### src/rtl/rtc_read_sequencer.sv
// rtc_read_sequencer: address-write then data-read transaction generator for the RTC multiplexed bus.
// Optional macro RTC_RD_DBLCHK_EN repeats the read until two consecutive captures agree (at most 3 reads).
module rtc_read_sequencer #(
  parameter int DATA_W  = 8,
  parameter int T_SETUP = 2,
  parameter int T_PULSE = 4
) (
  input  logic              clk,
  input  logic              reset,
  input  logic              start,
  input  logic [DATA_W-1:0] addr,
  input  logic [DATA_W-1:0] ad_in,
  output logic [DATA_W-1:0] ad_out,
  output logic              ad_oe,
  output logic              cs_n,
  output logic              rd_n,
  output logic              wr_n,
  output logic              ad_n,
  output logic              busy,
  output logic [DATA_W-1:0] data_out,
  output logic              data_vld,
  output logic              rd_err
);

  localparam int T_MAX = (T_SETUP > T_PULSE) ? T_SETUP : T_PULSE;
  localparam int CNT_W = $clog2(T_MAX) + 1;
  localparam logic [CNT_W-1:0] LD_SETUP = CNT_W'(T_SETUP - 1);
  localparam logic [CNT_W-1:0] LD_PULSE = CNT_W'(T_PULSE - 1);
  localparam logic [CNT_W-1:0] CNT_ZERO = {CNT_W{1'b0}};
  localparam logic [CNT_W-1:0] CNT_ONE  = CNT_W'(1);

  // S_ACPT is the single idle-bus cycle between accepting a request and driving the address.
  typedef enum logic [3:0] {
    S_IDLE  = 4'd0,
    S_ACPT  = 4'd1,
    S_A_SET = 4'd2,
    S_A_STB = 4'd3,
    S_A_HLD = 4'd4,
    S_TURN  = 4'd5,
    S_D_STB = 4'd6,
    S_D_HLD = 4'd7,
    S_DONE  = 4'd8
  } state_t;

  state_t            state_r;
  state_t            state_s;
  logic [CNT_W-1:0]  cnt_r;
  logic [CNT_W-1:0]  cnt_s;
  logic [DATA_W-1:0] addr_r;
  logic [DATA_W-1:0] cap_r;
  logic              accept_s;
  logic              phase_end_s;
  logic              cs_n_s;
  logic              rd_n_s;
  logic              wr_n_s;
  logic              ad_n_s;
  logic              ad_oe_s;
  logic              busy_s;
  logic              vld_s;
`ifdef RTC_RD_DBLCHK_EN
  logic              again_s;
  logic              err_s;
  logic [1:0]        rd_num_r;
  logic [DATA_W-1:0] prev_r;
`endif

  // Next-state and phase down-counter
  always_comb begin
    state_s     = state_r;
    cnt_s       = cnt_r;
    accept_s    = 1'b0;
    phase_end_s = (cnt_r == CNT_ZERO);
`ifdef RTC_RD_DBLCHK_EN
    again_s     = 1'b0;
    err_s       = 1'b0;
`endif
    case (state_r)
      S_IDLE, S_DONE: begin
        if (start) begin
          accept_s = 1'b1;
          state_s  = S_ACPT;
        end else begin
          state_s  = S_IDLE;
        end
      end
      S_ACPT: begin
        state_s = S_A_SET;
        cnt_s   = LD_SETUP;
      end
      S_A_SET: begin
        if (phase_end_s) begin
          state_s = S_A_STB;
          cnt_s   = LD_PULSE;
        end else begin
          cnt_s   = cnt_r - CNT_ONE;
        end
      end
      S_A_STB: begin
        if (phase_end_s) begin
          state_s = S_A_HLD;
          cnt_s   = LD_SETUP;
        end else begin
          cnt_s   = cnt_r - CNT_ONE;
        end
      end
      S_A_HLD: begin
        if (phase_end_s) begin
          state_s = S_TURN;
          cnt_s   = LD_SETUP;
        end else begin
          cnt_s   = cnt_r - CNT_ONE;
        end
      end
      S_TURN: begin
        if (phase_end_s) begin
          state_s = S_D_STB;
          cnt_s   = LD_PULSE;
        end else begin
          cnt_s   = cnt_r - CNT_ONE;
        end
      end
      S_D_STB: begin
        if (phase_end_s) begin
          state_s = S_D_HLD;
          cnt_s   = LD_SETUP;
        end else begin
          cnt_s   = cnt_r - CNT_ONE;
        end
      end
      S_D_HLD: begin
        if (phase_end_s) begin
`ifdef RTC_RD_DBLCHK_EN
          // First read has nothing to compare against; a 3rd mismatch gives up with an error.
          if (rd_num_r == 2'd1) begin
            again_s = 1'b1;
          end else if (cap_r == prev_r) begin
            state_s = S_DONE;
          end else if (rd_num_r == 2'd3) begin
            state_s = S_DONE;
            err_s   = 1'b1;
          end else begin
            again_s = 1'b1;
          end
          if (again_s) begin
            state_s = S_A_SET;
            cnt_s   = LD_SETUP;
          end else begin
            cnt_s   = cnt_r;
          end
`else
          state_s = S_DONE;
`endif
        end else begin
          cnt_s   = cnt_r - CNT_ONE;
        end
      end
      default: begin
        state_s = S_IDLE;
        cnt_s   = CNT_ZERO;
      end
    endcase
  end

  // Bus pin decode of the state being entered, so the output flops line up with state_r
  always_comb begin
    cs_n_s  = 1'b1;
    rd_n_s  = 1'b1;
    wr_n_s  = 1'b1;
    ad_n_s  = 1'b1;
    ad_oe_s = 1'b0;
    busy_s  = 1'b1;
    vld_s   = 1'b0;
    case (state_s)
      S_IDLE: begin
        busy_s = 1'b0;
      end
      S_ACPT: begin
        busy_s = 1'b1;
      end
      S_A_SET: begin
        cs_n_s  = 1'b0;
        ad_n_s  = 1'b0;
        ad_oe_s = 1'b1;
      end
      S_A_STB: begin
        cs_n_s  = 1'b0;
        wr_n_s  = 1'b0;
        ad_n_s  = 1'b0;
        ad_oe_s = 1'b1;
      end
      S_A_HLD: begin
        ad_n_s  = 1'b0;
        ad_oe_s = 1'b1;
      end
      S_TURN: begin
        busy_s = 1'b1;
      end
      S_D_STB: begin
        cs_n_s = 1'b0;
        rd_n_s = 1'b0;
      end
      S_D_HLD: begin
        busy_s = 1'b1;
      end
      S_DONE: begin
        busy_s = 1'b0;
        vld_s  = 1'b1;
      end
      default: begin
        busy_s = 1'b0;
      end
    endcase
  end

  // State, counter, latched address and bus capture
  always_ff @(posedge clk or posedge reset) begin
    if (reset) begin
      state_r <= S_IDLE;
      cnt_r   <= CNT_ZERO;
      addr_r  <= {DATA_W{1'b0}};
      cap_r   <= {DATA_W{1'b0}};
    end else begin
      state_r <= state_s;
      cnt_r   <= cnt_s;
      if (accept_s) begin
        addr_r <= addr;
      end
      // Sample on the last strobe cycle, while rd_n is still low.
      if ((state_r == S_D_STB) && phase_end_s) begin
        cap_r <= ad_in;
      end
    end
  end

  // Registered bus and status outputs
  always_ff @(posedge clk or posedge reset) begin
    if (reset) begin
      cs_n     <= 1'b1;
      rd_n     <= 1'b1;
      wr_n     <= 1'b1;
      ad_n     <= 1'b1;
      ad_oe    <= 1'b0;
      ad_out   <= {DATA_W{1'b0}};
      busy     <= 1'b0;
      data_vld <= 1'b0;
      data_out <= {DATA_W{1'b0}};
    end else begin
      cs_n     <= cs_n_s;
      rd_n     <= rd_n_s;
      wr_n     <= wr_n_s;
      ad_n     <= ad_n_s;
      ad_oe    <= ad_oe_s;
      ad_out   <= ad_oe_s ? addr_r : {DATA_W{1'b0}};
      busy     <= busy_s;
      data_vld <= vld_s;
      if (vld_s) begin
        data_out <= cap_r;
      end
    end
  end

`ifdef RTC_RD_DBLCHK_EN
  // Read-retry bookkeeping and sticky error flag
  always_ff @(posedge clk or posedge reset) begin
    if (reset) begin
      rd_num_r <= 2'd0;
      prev_r   <= {DATA_W{1'b0}};
      rd_err   <= 1'b0;
    end else begin
      if (accept_s) begin
        rd_num_r <= 2'd1;
        rd_err   <= 1'b0;
      end else if (again_s) begin
        rd_num_r <= rd_num_r + 2'd1;
        prev_r   <= cap_r;
      end else if (err_s) begin
        rd_err   <= 1'b1;
      end
    end
  end
`else
  assign rd_err = 1'b0;
`endif

endmodule

### config.mk
export PLATFORM = sky130hd
export DESIGN_NAME = rtc_read_sequencer
export DESIGN_NICKNAME = d
export VERILOG_FILES = /design/src/rtl/rtc_read_sequencer.sv
export SDC_FILE = /design/constraint.sdc
export NUM_CORES = 1
export LEC_CHECK = 0
export ABC_AREA = 1
export CAP_MARGIN = 20
export CORE_MARGIN = 3
export CORE_UTILIZATION = 40
export DETAILED_ROUTE_END_ITERATION = 10
export PLACE_DENSITY = 0.63
export SLEW_MARGIN = 30
export SYNTH_ARGS = -nofsm -noshare
export SYNTH_HDL_FRONTEND = slang
export SYNTH_SLANG_ARGS = --single-unit
### constraint.sdc
create_clock -name clk -period 2.2 [get_ports clk]
set_input_delay 0.66 -clock clk [delete_from_list [all_inputs] [get_ports clk]]
set_output_delay 0.66 -clock clk [all_outputs]
set_load 0.005 [all_outputs]
==> Yosys cells after proc, flatten, opt, wreduce, memory -nomap -nowiden <==
Index checks and enable logic that the tools add are counted.
W data, S select, Z words.
{ "classes": {"add_sub_neg": 1, "n_eq_ne": 17, "n_mux": 22, "bitwise_logic": 1, "reduce_logical": 10} }
{ "op_table": {"columns": ["cell", "n"], "rows": [
  ["$eq A4 B3 Y1 const B", 8],
  ["$pmux W4 S8", 1],
  ["$mux W4", 6],
  ["$eq A4 B2 Y1 const B", 4],
  ["$pmux W3 S5", 1],
  ["$mux W1", 10],
  ["$mux W3", 3],
  ["$reduce_or A3 Y1", 3],
  ["$eq A4 B1 Y1 const B", 2],
  ["$eq A4 B4 Y1 const B", 2],
  ["$mux W8", 1],
  ["$reduce_or A7 Y1", 1],
  ["$logic_not A4 Y1", 1],
  ["$reduce_or A2 Y1", 2],
  ["$logic_not A3 Y1", 1],
  ["$sub A3 B1 Y3 const B", 1],
  ["$ne A2 B2 Y1 const B", 1],
  ["$reduce_and A2 Y1", 1],
  ["$logic_and A1 B1 Y1", 1],
  ["$not A1 Y1", 1]
]} }
{ "word_totals": {"regBits": 46, "inputBits": 19, "output_inout_bits": 24, "elab_cells": 64} }

==> Longest topological paths before layout <==
Gate-level depths: netlist of run 1.
{ "depth": {"ltp_word": 7, "ltp_mapped": 11, "ltp_nobuf": 11} }

==> Least setup slack after synthesis of run 1 <==
Ideal clock, no wire load.
{ "synth_timing": {"kind": "register -> register", "from": "register cnt_r[0]", "to": "register cap_r[2]", "setup_time_ns": 0.124, "arrival_time_ns": 1.332, "t_required_ns": 2.076, "setup_slack_ns": 0.745, "stages_incl_launch_ff": 9, "path_buffers": 1, "period_less_slack_ns": 1.455, "cell_sequence": "dfrtp_1 > inv_1 > ha_1 > inv_1 > nor2_2 > nand3_1 > buf_2 > nor2_1 > a21oi_1"} }
{ "synth_via": {"elab_chain_cells": 2} }
{ "synth_rtl": {"columns": ["element", "line", "source"], "rows": [
  ["from (decl)", "47", "logic [CNT_W-1:0] cnt_r;"],
  ["from (signal assigned)", "224", "cnt_r <= cnt_s;"],
  ["$logic_not A3 Y1", "72", "phase_end_s = (cnt_r == CNT_ZERO);"],
  ["$logic_and A1 B1 Y1", "229", "if ((state_r == S_D_STB) && phase_end_s) begin"],
  ["to (signal assigned)", "221", "cap_r <= {DATA_W{1'b0}};"],
  ["to (signal assigned)", "230", "cap_r <= ad_in;"],
  ["to (decl)", "50", "logic [DATA_W-1:0] cap_r;"]
]} }
Every way passes these cells.
A chain may end at the register's enable or synchronous reset.

==> Final worst setup path of run 1 <==
{ "layout_timing": {"from": "register cs_n", "to": "output port cs_n"} }
{ "layout_rtl": {"columns": ["element", "line", "source"], "rows": [
  ["from (decl)", "15", "output logic cs_n,"],
  ["from (signal assigned)", "248", "cs_n <= cs_n_s;"]
]} }
No word-level cell between the ends.

==> results.py, run 1 <==
metrics = {
    "worst_hold_path": {
        "min_path_cells": 2,
        "hp-start": "cap_r[7]",
        "holdCritPathClass": "flop to flop",
        "whs_endpoint": "data_out[7]",
    },
    "routing": {
        "drt-total-wl_mm": 3.72,
        "drtPass1Iterations": 4,
        "ant_nets": 0,
        "dr_total_vias": 1468,
        "drt_iter0_drc": 85,
        "drc": 0,
        "wl_per_cell_um": 12.1,
        "viasPerCell": 4.78,
    },
    "cts": {
        "htreeDepth": 2,
        "cts_tree": "done",
        "root_buffer": "clkbuf_8",
        "hold_buffers": 0,
        "cts_setup_buffers": 0,
        "cts_resized": 0,
        "clock_latency_ps": 290,
        "clock_sinks": 46,
        "cts_buffers": 5,
        "clk_pin_slew_ps": 90,
        "clock_path_buffers": 2,
    },
    "power_and_ir_drop": {
        "power_density_nw_per_um2": 1440,
        "irDropWorstVdd_mv": 0.701,
        "power_w": 0.00362,
        "p_leak_nw": 1.25,
    },
    "floorplanning": {
        "core_um2": 4500,
        "dieWidth_um": 75.6,
        "die_area_um2": 5710,
        "die_h_um": 75.6,
        "placementRows": 24,
        "initial_core_util_pct": 43.0,
        "io_pins": 43,
    },
    "placed_design": {
        "port_buffers": 41,
        "place_congestion": 0.840,
        "post-dp-hpwl_mm": 2.76,
        "placed_cell_area_um2": 2430,
    },
    "layout": {
        "diodes": 0,
        "finalInstanceArea_um2": 2520,
        "drive_gt1_share_pct": 13.7,
        "nets": 275,
        "final_common_cell": "dfrtp_1",
        "areaGrowthSynthToFinish_pct": 30.0,
        "final_cell_mix": "42 x dfrtp_1, 41 x clkdlybuf4s50_1, 39 x nand2_1",
    },
    "logic_synthesis": {
        "synth_area_per_cell_um2": 9.40,
        "synth_cells": 206,
        "synth_cell_types": 27,
        "yosys.area.top_type": "dfrtp_1",
        "syn_area_um2": 1940,
        "ys_seq_area_share_pct": 59.7,
        "synth_nets": 227,
        "synthTopCellsByArea": "dfrtp_1 54%, nand2_1 7.6%, a21oi_1 5.7%",
        "ys.warnings.count": 0,
        "ys_seq_elements": 46,
        "synth_top_area_share_pct": 54.3,
    },
    "sta": {
        "drv_slew": 0,
        "rsz0062_at_grt": "no",
        "fin_setup_tns_ps": 0,
        "skew_ps": 4.34,
        "fmax_mhz": 508,
        "hold_viol": 0,
        "setup_viol": 0,
        "post-route-period-util_pct": 89.5,
        "min_period_ps": 1970,
    },
    "worst_setup_path": {
        "crit_path_cell_trace": "clkdlybuf4s50_1",
        "arrival_ps": 1310,
        "cp_slowest_stage_delay_ps": 520,
        "r2r_slack_ps": 480,
        "cp-start-kind": "flop",
        "criticalPathCategory": "flop to primary output",
        "worst_path_max_delay_cell": "dfstp_2",
        "reg2reg_from": "cnt_r[0]",
        "r2r-end": "cap_r[2]",
        "r2r_cells": 8,
        "worst-path-buf-inv": 1,
        "worst-path-max-fanout": 1,
        "critPathCaptureType": "primary output",
        "crit_family": "flip-flops",
        "crit_required_ps": 1540,
    },
    "grt": {
        "grt_antenna_before_repair": 0,
        "grt_pass1_vias": 1308,
        "grt_pass1_wl_mm": 5.89,
        "grt_max_degree": 25,
        "grt_usage_pct": 14.0,
        "overflow": 0,
    },
    "outcome": {
        "status": "completed",
    },
    "job": {
        "maxCapViolations": 0,
    },
}
how the worst max path moves through the flow:
stage	startpoint	endpoint	slack (ps)	depth (start not counted)
finish	cs_n	cs_n	230	1
global route	cs_n	cs_n	180	1
CTS	cs_n	cs_n	210	1
detailed placement	start	ad_out[2]	330	6
global placement	start	ad_out[0]	370	6
floorplan	reset	ad_oe	460	1
cell type report:
cell class                      instances  area, um^2
Fill cell                             405        1990
Timing Repair Buffer                   46         460
Clock inverter                          3        18.8
Tap cell                               52        65.1
Multi-Input combinational cell        124         632
Inverter                               31         116
Clock buffer                            5        68.8
Sequential cell                        46        1160
worst register-to-register path: stages (launching register included):
cell and delay, ps:
dfrtp_1 380, inv_1 130, ha_1 190, inv_1 50, nor2_2 260, nand3_1 240, buf_4 240, nor2_1 100
a21oi_1 50
stage by stage:
stage / utilization (%) / cells / setup WS, ps / hold slack, ps
2_1_floorplan: - / 206 / 459 / 436
3_3_place_gp: 53.9 / 299 / 371 / 464
3_5_place_dp: 53.9 / 299 / 325 / 461
4_1_cts: 55.9 / 307 / 213 / 487
5_1_grt: 55.9 / 307 / 180 / 519
6_report: 55.9 / 307 / 232 / 487
synth_stat cells (all sizes together):
master,number
nand2,39
nand3,13
nor2,28
and3,1
mux2,3
clkbuf,1
ha,2
dfstp,4
xor2,1
dfrtp,42
o22ai,1
conb,1
inv,31
buf,4
o21ai,10
nand4,2
nand3b,1
a21oi,22
logic make-up (layout without fill, tap and decap cells):
group | after synthesis | in the layout | share of synthesized area [%]
DFF | 46 | 46 | 59.7
muxes | 3 | 3 | 1.74
AOI/OAI and AO/OA | 33 | 33 | 8.59
and+or+nand+nor | 84 | 84 | 20.3
xor gates and xnor gates | 1 | 1 | 0.452
buffers and inverters | 36 | 85 | 7.69
adders and majority gates | 2 | 2 | 1.29
other | 1 | 1 | 0.194
per-layer routing:
metal  vias up  track usage (%)  routed length, um
li1        744                -                  -
met1       675             18.5               1710
met2        45             22.2               1760
met3         4             4.22                206
met4         0             4.08                 41
met5         -                0                  0
registers in the layout, indices dropped and copies added, names as in the netlist:
register,count
ad_n,1
ad_oe,1
ad_out,8
addr_r,8
busy,1
cap_r,8
cnt_r,3
cs_n,1
data_out,8
data_vld,1
rd_n,1
state_r,4
wr_n,1
power breakdown:
group	switching, W	leakage (nW)	internal, W
Clock	0.000286	0.0483	0.000224
Sequential	0.000162	0.542	0.00126
Combinational	0.000916	0.661	0.000774
Total	0.00136	1.25	0.00226
Note: power is estimated with default switching activity, not from simulation.
==> run 2: changes to the inputs <==
--- a/config.mk
+++ b/config.mk
@@ -6,9 +6,11 @@
 export NUM_CORES = 1
 export LEC_CHECK = 0
 export ABC_AREA = 1
+export ABC_CLOCK_PERIOD_IN_PS = 2200
 export CAP_MARGIN = 20
 export CORE_MARGIN = 3
 export CORE_UTILIZATION = 40
+export CTS_BUF_LIST = sky130_fd_sc_hd__clkbuf_4 sky130_fd_sc_hd__clkbuf_8 sky130_fd_sc_hd__clkbuf_16
 export DETAILED_ROUTE_END_ITERATION = 10
 export PLACE_DENSITY = 0.63
 export SLEW_MARGIN = 30
==> results of run 2 <==
Same layout as run 1: the final DEF is identical, and so are final timing and power.
